===== config.mk =====
export PLATFORM = sky130hd
export DESIGN_NAME = dmem_port_arbiter_flat
export DESIGN_NICKNAME = d
export VERILOG_FILES = /design/src/rtl/dmem_port_if.sv /design/src/rtl/dmem_port_arbiter.sv /design/src/flat_wrapper.sv
export SDC_FILE = /design/constraint.sdc
export NUM_CORES = 1
export LEC_CHECK = 0
export CAP_MARGIN = 25
export CORE_MARGIN = 8
export CORE_UTILIZATION = 26
export DETAILED_ROUTE_END_ITERATION = 8
export GPL_TIMING_DRIVEN = 0
export PLACE_DENSITY = 0.79
export SETUP_SLACK_MARGIN = 0.02
export SYNTH_ARGS = -nofsm -noshare
export SYNTH_HDL_FRONTEND = slang
export SYNTH_SLANG_ARGS = --single-unit

===== constraint.sdc =====
create_clock -name clk -period 1.4 [get_ports clk]
set_input_delay 0.28 -clock clk [delete_from_list [all_inputs] [get_ports clk]]
set_output_delay 0.28 -clock clk [all_outputs]
set_load 0.01 [all_outputs]

===== src/rtl/dmem_port_if.sv =====
// Bundle of the CPU, UART and DataMemory signals around the data-memory port arbiter.
// The slave modport is the arbiter's view; the master modport is the environment's view.
interface dmem_port_if #(
   parameter int unsigned ADDR_W = 32,
   parameter int unsigned DATA_W = 32
);
   logic              cpu_rd;
   logic              cpu_wr;
   logic [ADDR_W-1:0] cpu_addr;
   logic [DATA_W-1:0] cpu_wdata;
   logic [DATA_W-1:0] cpu_rdata;
   logic              cpu_stall;

   logic              uart_req;
   logic              uart_we;
   logic [ADDR_W-1:0] uart_addr;
   logic [DATA_W-1:0] uart_wdata;
   logic              uart_ack;
   logic [DATA_W-1:0] uart_rdata;
   logic              uart_err;

   logic [ADDR_W-1:0] mem_addr;
   logic [DATA_W-1:0] mem_wdata;
   logic              mem_read;
   logic              mem_write;
   logic [DATA_W-1:0] mem_rdata;

   modport slave (
      input  cpu_rd, cpu_wr, cpu_addr, cpu_wdata,
      output cpu_rdata, cpu_stall,
      input  uart_req, uart_we, uart_addr, uart_wdata,
      output uart_ack, uart_rdata, uart_err,
      output mem_addr, mem_wdata, mem_read, mem_write,
      input  mem_rdata
   );

   modport master (
      output cpu_rd, cpu_wr, cpu_addr, cpu_wdata,
      input  cpu_rdata, cpu_stall,
      output uart_req, uart_we, uart_addr, uart_wdata,
      input  uart_ack, uart_rdata, uart_err,
      input  mem_addr, mem_wdata, mem_read, mem_write,
      output mem_rdata
   );
endinterface


===== src/rtl/dmem_port_arbiter.sv =====
// Shares the DataMemory port between the CPU MEM stage (default owner) and the UART loader,
// with a starvation counter guaranteeing UART slots. Optional DMEM_UART_PROTECT_EN blocks UART peripheral writes.
module dmem_port_arbiter #(
   parameter int unsigned       ADDR_W      = 32,
   parameter int unsigned       DATA_W      = 32,
   parameter int unsigned       STARVE_MAX  = 4,
   parameter logic [ADDR_W-1:0] PERIPH_BASE = ADDR_W'(32'h4000_0000)
) (
   input logic         clk,
   input logic         rst_n,
   dmem_port_if.slave  bus
);
   localparam int unsigned CNT_W = $clog2(STARVE_MAX + 1);

`ifdef DMEM_UART_PROTECT_EN
   localparam bit PROTECT_EN = 1'b1;
`else
   localparam bit PROTECT_EN = 1'b0;
`endif

   typedef enum logic [1:0] {
      IDLE  = 2'd0,
      UXFER = 2'd1,
      UACK  = 2'd2
   } state_e;

   state_e            state_q, state_d;
   logic [CNT_W-1:0]  starve_q, starve_d;
   logic              uart_ack_q, uart_ack_d;
   logic              uart_err_q, uart_err_d;
   logic [DATA_W-1:0] uart_rdata_q, uart_rdata_d;

   logic cpu_act_c;
   logic starve_max_c;
   logic fault_c;

   assign cpu_act_c    = bus.cpu_rd | bus.cpu_wr;
   assign starve_max_c = (starve_q == CNT_W'(STARVE_MAX));
   assign fault_c      = PROTECT_EN && bus.uart_we && (bus.uart_addr >= PERIPH_BASE);

   assign bus.cpu_rdata  = bus.mem_rdata;
   assign bus.uart_ack   = uart_ack_q;
   assign bus.uart_err   = uart_err_q;
   assign bus.uart_rdata = uart_rdata_q;

   // Next state, counter and port steering; the CPU owns the port outside UXFER.
   always_comb begin
      state_d       = state_q;
      starve_d      = starve_q;
      uart_ack_d    = 1'b0;
      uart_err_d    = 1'b0;
      uart_rdata_d  = uart_rdata_q;
      bus.mem_addr  = bus.cpu_addr;
      bus.mem_wdata = bus.cpu_wdata;
      bus.mem_read  = bus.cpu_rd;
      bus.mem_write = bus.cpu_wr;
      bus.cpu_stall = 1'b0;

      case (state_q)
         IDLE: begin
            if (bus.uart_req && (!cpu_act_c || starve_max_c)) begin
               state_d  = UXFER;
               starve_d = '0;
            end else if (bus.uart_req) begin
               starve_d = starve_q + CNT_W'(1);
            end
         end
         UXFER: begin
            bus.mem_addr  = bus.uart_addr;
            bus.mem_wdata = bus.uart_wdata;
            bus.mem_read  = !bus.uart_we;
            bus.mem_write = bus.uart_we && !fault_c;
            bus.cpu_stall = cpu_act_c;
            if (!bus.uart_we) uart_rdata_d = bus.mem_rdata;
            uart_ack_d = 1'b1;
            uart_err_d = fault_c;
            state_d    = UACK;
         end
         UACK: begin
            state_d = IDLE;
         end
         default: begin
            state_d = IDLE;
         end
      endcase

      if (!bus.uart_req) starve_d = '0;
   end

   always_ff @(posedge clk or negedge rst_n) begin
      if (!rst_n) begin
         state_q      <= IDLE;
         starve_q     <= '0;
         uart_ack_q   <= 1'b0;
         uart_err_q   <= 1'b0;
         uart_rdata_q <= '0;
      end else begin
         state_q      <= state_d;
         starve_q     <= starve_d;
         uart_ack_q   <= uart_ack_d;
         uart_err_q   <= uart_err_d;
         uart_rdata_q <= uart_rdata_d;
      end
   end
endmodule


===== src/flat_wrapper.sv =====
// flat-port wrapper written by rule: the top's interface ports become plain ports
module dmem_port_arbiter_flat 
#(
   parameter int unsigned       ADDR_W      = 32,
   parameter int unsigned       DATA_W      = 32,
   parameter int unsigned       STARVE_MAX  = 4,
   parameter logic [ADDR_W-1:0] PERIPH_BASE = ADDR_W'(32'h4000_0000)
)
  (clk, rst_n, bus_cpu_rd, bus_cpu_wr, bus_cpu_addr, bus_cpu_wdata, bus_cpu_rdata, bus_cpu_stall, bus_uart_req, bus_uart_we, bus_uart_addr, bus_uart_wdata, bus_uart_ack, bus_uart_rdata, bus_uart_err, bus_mem_addr, bus_mem_wdata, bus_mem_read, bus_mem_write, bus_mem_rdata);
  dmem_port_if #(.ADDR_W(ADDR_W), .DATA_W(DATA_W)) bus_i ();
  input logic clk;
  input logic rst_n;
  input wire logic [$bits(bus_i.cpu_rd)-1:0] bus_cpu_rd;
  input wire logic [$bits(bus_i.cpu_wr)-1:0] bus_cpu_wr;
  input wire logic [$bits(bus_i.cpu_addr)-1:0] bus_cpu_addr;
  input wire logic [$bits(bus_i.cpu_wdata)-1:0] bus_cpu_wdata;
  output wire logic [$bits(bus_i.cpu_rdata)-1:0] bus_cpu_rdata;
  output wire logic [$bits(bus_i.cpu_stall)-1:0] bus_cpu_stall;
  input wire logic [$bits(bus_i.uart_req)-1:0] bus_uart_req;
  input wire logic [$bits(bus_i.uart_we)-1:0] bus_uart_we;
  input wire logic [$bits(bus_i.uart_addr)-1:0] bus_uart_addr;
  input wire logic [$bits(bus_i.uart_wdata)-1:0] bus_uart_wdata;
  output wire logic [$bits(bus_i.uart_ack)-1:0] bus_uart_ack;
  output wire logic [$bits(bus_i.uart_rdata)-1:0] bus_uart_rdata;
  output wire logic [$bits(bus_i.uart_err)-1:0] bus_uart_err;
  output wire logic [$bits(bus_i.mem_addr)-1:0] bus_mem_addr;
  output wire logic [$bits(bus_i.mem_wdata)-1:0] bus_mem_wdata;
  output wire logic [$bits(bus_i.mem_read)-1:0] bus_mem_read;
  output wire logic [$bits(bus_i.mem_write)-1:0] bus_mem_write;
  input wire logic [$bits(bus_i.mem_rdata)-1:0] bus_mem_rdata;
  assign bus_i.cpu_rd = bus_cpu_rd;
  assign bus_i.cpu_wr = bus_cpu_wr;
  assign bus_i.cpu_addr = bus_cpu_addr;
  assign bus_i.cpu_wdata = bus_cpu_wdata;
  assign bus_cpu_rdata = bus_i.cpu_rdata;
  assign bus_cpu_stall = bus_i.cpu_stall;
  assign bus_i.uart_req = bus_uart_req;
  assign bus_i.uart_we = bus_uart_we;
  assign bus_i.uart_addr = bus_uart_addr;
  assign bus_i.uart_wdata = bus_uart_wdata;
  assign bus_uart_ack = bus_i.uart_ack;
  assign bus_uart_rdata = bus_i.uart_rdata;
  assign bus_uart_err = bus_i.uart_err;
  assign bus_mem_addr = bus_i.mem_addr;
  assign bus_mem_wdata = bus_i.mem_wdata;
  assign bus_mem_read = bus_i.mem_read;
  assign bus_mem_write = bus_i.mem_write;
  assign bus_i.mem_rdata = bus_mem_rdata;
  dmem_port_arbiter #(.ADDR_W(ADDR_W), .DATA_W(DATA_W), .STARVE_MAX(STARVE_MAX), .PERIPH_BASE(PERIPH_BASE)) u_core (.clk(clk), .rst_n(rst_n), .bus(bus_i));
endmodule

==> results.sh, run 1 <==
export IMPL_yosysUniqueCellTypes=23
export IMPL_synth_cells=342
export IMPL_num_vias=3616
export IMPL_rows=37
export IMPL_core_area_sq_um=10200
export IMPL_relSlewSlack_pct=44.3
export IMPL_dr_pass1_iters=7
export IMPL_wl_per_cell_microns=18.9
export IMPL_initial_utilization_pct=26.5
export IMPL_vias_per_cell=4.45
export IMPL_ys_ff_latch=38
export IMPL_crit_type="reg2out"
export IMPL_drcViolationCount=0
export IMPL_gp_congestion=0.917
export IMPL_utilization_pct=68.3
export IMPL_p_comb_share_pct=50.4
export IMPL_p_clk_share_pct=21.0
export IMPL_cts_tree="built"
export IMPL_violations="negative setup slack"
export IMPL_drtIter0Drc=150
export IMPL_grt_pass1_vias=4028
export IMPL_syn_area_per_cell_sq_um=7.92
export IMPL_swShare_pct=29.9
export IMPL_intPower_mw=3.82
export IMPL_final_area_sq_um=6990
export IMPL_worstSkewPairLatency_ns=0.28
export IMPL_layout_drive_gt1_share_pct=49.0
export IMPL_most_common_layout_cells="clkdlybuf4s50_1 (143), nand2_1 (88), nand2_2 (69)"
export IMPL_grt_max_degree=39
export IMPL_vdd_drop_max_uv=669
export IMPL_fin_nets=843
export IMPL_cp_start_kind="flip-flop"
export IMPL_post_route_period_util_pct=132
export IMPL_die_w_microns=118
export IMPL_hold_slack_ns=0.0959
export IMPL_area_delta_synth_final_pct=158
export IMPL_tightest_slew_ns=0.836
export IMPL_io_pins=299
export IMPL_postSynthNetCount=510
export IMPL_cts_max_path_buffers=2
export IMPL_slew_violations=0
export IMPL_worstPathArrival_ns=1.56
export IMPL_ant_nets=0
export IMPL_dp_slack_ns=-0.735
export IMPL_fin_crit_ns=1.84
export IMPL_drv_cap=0
export IMPL_synth_top_cell_by_area="dfrtp_1"
export IMPL_cts_htree_levels=2
export IMPL_path_clk_slew_ns=0.08
export IMPL_postPlaceCellArea_sq_um=5940
export IMPL_ys_seq_area_share_pct=35.1
export IMPL_pwr_density_cell_nw_per_um2=779
export IMPL_nFillCells=750
export IMPL_grt_ovfl_total=0
export IMPL_p_leak_nw=3.66
export IMPL_clockRootBuffer="clkbuf_8"
export IMPL_synth_top_area_share_pct=35.1
export IMPL_port_buffers=297
export IMPL_dp_hpwl_microns=11900
export IMPL_finalHoldViolations=0
export IMPL_dieArea_sq_um=13900
export IMPL_grt_pass1_wl_microns=23000
export IMPL_drt_total_wl_microns=15400
export IMPL_worst_hold_path_type="in2async"
export IMPL_skew_ns=0.00362
export IMPL_status="finished with violations"
export IMPL_max_freq_mhz=543
export IMPL_timing_final_ws_setup_ns=-0.443
export IMPL_cts_buffers=5
export IMPL_setup_viol=99
export IMPL_critPathRequiredTime_ns=1.12
export IMPL_critPathMaxFanout=6
export IMPL_fp_dieH_microns=118
export IMPL_clkSinkCount=38
export IMPL_end_kind="primary output"
export IMPL_n_antenna_cell=0
export IMPL_synth_area_top_cells="dfrtp_1 (35%), nand2_1 (27%), mux2_4 (16%)"
export IMPL_pwr_share_seq_pct=28.6
export IMPL_rsz0062_at_grt="true"
export IMPL_ys_warn_count=0
export IMPL_synth_area_sq_um=2710
export IMPL_layout_commonest_cell="clkdlybuf4s50_1"
export IMPL_p_sw_mw=1.63
export IMPL_antenna_found_initial=0
export IMPL_track_usage_pct=20.6
export IMPL_power_mw=5.45
[state kept, by name (all words and copies together) (netlist names)]
signal                 flops
u_core.starve_q            3
u_core.bus.uart_rdata     32
u_core.state_q             2
u_core.bus.uart_ack        1
[Yosys cell counts]
master / count
nand2_1: 193
dfrtp_1: 38
buf_4: 35
mux2_4: 28
buf_2: 11
nor2_1: 6
mux2_2: 4
o21ai_0: 4
a21boi_0: 3
buf_12: 3
inv_1: 3
ha_1: 2
nand3_1: 2
a21o_1: 1
a2bb2oi_1: 1
buf_6: 1
clkbuf_1: 1
conb_1: 1
inv_2: 1
nand2b_1: 1
nor2_8: 1
nor2b_1: 1
nor4b_1: 1
[per-stage QoR]
stage                     TNS [ns]  instances
after floorplan            -0.0384        342
after global placement      -86.31        775
after detailed placement    -58.21        775
after CTS                   -36.19        811
after global routing        -34.44        812
final                       -29.79        812
[final timing paths]
path / startpoint / to / slack, ns / cells after the start
max: u_core.state_q[0] / bus_mem_wdata[9] / -0.44 / 8
min: rst_n / u_core.bus.uart_rdata[17] / 0.1 / 1
max reg2reg: u_core.state_q[1] / u_core.bus.uart_rdata[17] / -0.21 / 7
min reg2reg: u_core.bus.uart_rdata[18] / u_core.bus.uart_rdata[18] / 0.51 / 1
max in group asynchronous: rst_n / u_core.state_q[0] / 0.72 / 1
min in group clk: bus_mem_rdata[15] / u_core.bus.uart_rdata[15] / 0.28 / 2
[metal layers]
metal | global-route usage, % | vias to the layer above | routed length [microns]
met2 | 39.4 | 197 | 8370
met1 | 20.6 | 1701 | 5420
met4 | 5.52 | 0 | 342
li1 | - | 1692 | -
met3 | 7.05 | 26 | 1250
met5 | 0 | - | 0
[critical path: stages, from the launching register on]
cell and delay [ns]:
dfrtp_2 0.44, nand2b_4 0.16, inv_8 0.05, buf_12 0.14
buf_12 0.13, buf_16 0.13, nand2_2 0.06, nand2_1 0.05
buf_2 0.14
[area by class of cell]
cell class | count | area, sq um | area share, %
timing repair buffer | 329 | 3380 | 48.4
multi-input combinational | 249 | 1830 | 26.2
sequential | 38 | 952 | 13.6
buffer | 48 | 493 | 7.05
tap | 136 | 170 | 2.43
clock buffer | 6 | 82.6 | 1.18
clock inverter | 2 | 60.1 | 0.859
inverter | 4 | 22.5 | 0.322
[power groups by stage]
stage | Combinational [mW] | Clock, mW | Sequential (mW)
floorplan | 0.865 | 0 | 1.70
global placement | 2.64 | 0 | 1.56
detailed placement | 2.68 | 0 | 1.57
CTS | 2.66 | 1.18 | 1.56
global route | 2.91 | 1.22 | 1.60
finish | 2.75 | 1.14 | 1.56
[timing repair]
| item | 4_1_cts | 5_1_grt |
|---|---|---|
| gates cloned | 11 | 1 |
| gates resized for setup | 568 | 101 |
| hold buffers | 0 | 0 |
| endpoints found under the setup margin | 164 | 122 |
| setup buffers | 17 | 7 |
| pin swaps | 49 | 31 |
[logic make-up (layout without fill, tap and decap cells)]
group                      after synthesis  count (layout)  synth area share, %
other                                    1               1                0.138
and+or+nand+nor                        205             205                 29.5
adders and majority gates                2               2                0.923
AOI/OAI and AO/OA                        9               9                 2.17
muxes                                   32              32                 17.2
buffers and inverters                   55             389                 15.1
DFF                                     38              38                 35.1
Note: power is estimated with default switching activity, not from simulation.
==> run 2, diff against run 1 <==
--- a/config.mk
+++ b/config.mk
@@ -6,11 +6,11 @@
 export NUM_CORES = 1
 export LEC_CHECK = 0
 export CAP_MARGIN = 25
-export CORE_MARGIN = 8
-export CORE_UTILIZATION = 26
+export CORE_AREA = 2 2 115 117
 export DETAILED_ROUTE_END_ITERATION = 8
+export DIE_AREA = 0 0 117 119
 export GPL_TIMING_DRIVEN = 0
-export PLACE_DENSITY = 0.79
+export PLACE_DENSITY = 0.67
 export SETUP_SLACK_MARGIN = 0.02
 export SYNTH_ARGS = -nofsm -noshare
 export SYNTH_HDL_FRONTEND = slang
==> run 2 against run 1 <==
  * Sequential power barely moved
  * Clock skew rose by 0.0025 ns
  * Core utilization fell by 15 points
  * Critical path type unchanged
  * Design area fell by 1.9%
  * The run still ends with negative setup slack left
==> results.sh, run 2 (synthesis results as in run 1) <==
export IMPL_worst_hold_path_type="in2async"
export IMPL_regToRegSetupSlack_ns=-0.22
export IMPL_cts_buffers=5
export IMPL_drtIter0Drc=86
export IMPL_vdd_drop_max_uv=579
export IMPL_crit_chain="nand2b_4 > inv_6 > buf_6 > buf_8 > buf_6 > nand2_2 > nand2_1 > buf_2"
export IMPL_r2r_start="u_core.state_q[1]"
export IMPL_dieArea_sq_um=13900
export IMPL_dp_slack_ns=-0.741
export IMPL_status="finished with violations"
export IMPL_wl_met1_microns=4490
export IMPL_area_delta_synth_final_pct=153
export IMPL_stdcell_count=850
export IMPL_clockRootBuffer="clkbuf_16"
export IMPL_startpoint="u_core.state_q[1]"
export IMPL_cts_tree="built"
export IMPL_wl_per_cell_microns=15.1
export IMPL_track_usage_pct=17.0
export IMPL_crit_end="bus_mem_wdata[14]"
export IMPL_dr_pass1_iters=6
export IMPL_die_w_microns=117
export IMPL_largest_reg_flops=32
export IMPL_rsz0062_at_grt="true"
export IMPL_vias_per_cell=4.15
export IMPL_most_common_layout_cells="clkdlybuf4s50_1 (149), nand2_1 (105), nand2_2 (63)"
export IMPL_critPathSlowestCell="dfrtp_1"
export IMPL_cts_max_path_buffers=2
export IMPL_drt_total_wl_microns=12800
export IMPL_finalHoldViolations=0
export IMPL_timing_final_ws_setup_ns=-0.366
export IMPL_crit_path_max_incr_delay_ns=0.39
export IMPL_worst_r2r_endpoint="u_core.bus.uart_rdata[4]"
export IMPL_relSlewSlack_pct=42.7
export IMPL_power_mw=5.64
export IMPL_intPower_mw=4.02
export IMPL_hold_slack_ns=0.113
export IMPL_final_area_sq_um=6860
export IMPL_rows=42
export IMPL_layout_drive_gt1_share_pct=46.4
export IMPL_top_layer_used="met4"
export IMPL_grt_pass1_vias=3659
export IMPL_p_leak_nw=3.55
export IMPL_initial_utilization_pct=21.0
export IMPL_core_area_sq_um=12900
export IMPL_tightest_slew_ns=0.860
export IMPL_worstPathArrival_ns=1.49
export IMPL_route_met3_wl_microns=1160
export IMPL_antenna_found_initial=1
export IMPL_dpl_cell_count=815
export IMPL_fin_crit_ns=1.77
export IMPL_io_pins=299
export IMPL_cts_hold_buffers=0
export IMPL_p_sw_mw=1.62
export IMPL_crit_type="reg2out"
export IMPL_slew_violations=0
export IMPL_postPlaceCellArea_sq_um=5990
export IMPL_end_kind="primary output"
export IMPL_layout_commonest_cell="clkdlybuf4s50_1"
export IMPL_met2WireLength_microns=6800
export IMPL_path_clk_slew_ns=0.06
export IMPL_clkSinkCount=38
export IMPL_fp_dieH_microns=119
export IMPL_grt_ovfl_total=0
export IMPL_grt_max_degree=39
export IMPL_grt_pass1_wl_microns=18500
export IMPL_gp_congestion=0.833
export IMPL_post_route_period_util_pct=126
export IMPL_ant_nets=0
export IMPL_nFillCells=1148
export IMPL_skew_ns=0.00616
export IMPL_port_buffers=297
export IMPL_max_freq_mhz=566
export IMPL_fin_nets=840
export IMPL_swShare_pct=28.7
export IMPL_multi_input_area_sq_um=1740
export IMPL_worstSkewPairLatency_ns=0.28
export IMPL_ff2ff_path_depth=7
export IMPL_p_clk_share_pct=26.3
export IMPL_pwr_share_seq_pct=27.6
export IMPL_critPathRequiredTime_ns=1.12
export IMPL_p_comb_share_pct=46.1
export IMPL_path_common_cell="buf_6"
export IMPL_violations="negative setup slack"
export IMPL_drcViolationCount=0
export IMPL_seq_area_sq_um=952
export IMPL_setup_viol=99
export IMPL_cp_start_kind="flip-flop"
export IMPL_dp_hpwl_microns=9680
export IMPL_drv_cap=0
export IMPL_critPathMaxFanout=5
export IMPL_cts_htree_levels=2
export IMPL_pwr_density_cell_nw_per_um2=822
export IMPL_num_vias=3526
run 2: power groups by stage:
| stage | clock, mW | sequential (mW) | combinational, mW |
|---|---|---|---|
| after floorplan | 0 | 1.70 | 0.865 |
| after global placement | 0 | 1.57 | 2.62 |
| after detailed placement | 0 | 1.57 | 2.64 |
| after CTS | 1.53 | 1.56 | 2.57 |
| after global routing | 1.57 | 1.59 | 2.77 |
| final | 1.48 | 1.55 | 2.60 |
run 2: how the worst min path moves through the flow:
stage,end,slack (ns),startpoint,cells past startpoint
final,u_core.bus.uart_rdata[19],0.11,rst_n,1
after global routing,u_core.bus.uart_rdata[15],0.18,rst_n,1
after CTS,u_core.bus.uart_rdata[0],0.15,rst_n,1
after detailed placement,u_core.bus.uart_rdata[0],0.46,rst_n,1
after global placement,u_core.bus.uart_rdata[3],0.49,u_core.bus.uart_rdata[3],1
after floorplan,u_core.bus.uart_ack,-0.02,rst_n,0
run 2: metrics by stage:
stage	util, %	setup TNS, ns
3_3_place_gp	46.5	-89.32
4_1_cts	52.0	-30.61
5_1_grt	53.3	-31.32
3_5_place_dp	46.5	-58.09
2_1_floorplan	-	-0.0384
6_report	53.3	-26.30
run 2: final cells by class:
cell class / count / area share, %
sequential: 38 / 13.9
inverter: 4 / 0.292
tap: 176 / 3.21
timing repair buffer: 324 / 46.8
clock inverter: 3 / 1.00
buffer: 50 / 7.64
multi-input combinational: 249 / 25.4
antenna: 1 / 0.0365
clock buffer: 5 / 1.82
run 2: worst max-delay path: cells and delay by family, from the launching register on:
kind | cells | cell delay [ns]
buffers and inverters | 5 | 0.55
DFF | 1 | 0.39
and+or+nand+nor | 3 | 0.27
run 2: what timing repair did:
action	in CTS	in global routing
buffers inserted	19	3
gates resized for setup	509	100
endpoints found under the setup margin	164	125
hold endpoints to repair	0	0
pin swaps	26	61
cloned	11	1
run 2: metal layers:
layer	vias to the layer above	GRT usage, %
met2	196	32.6
met3	29	4.43
met5	-	0
met1	1615	17.5
met4	0	5.66
li1	1686	-
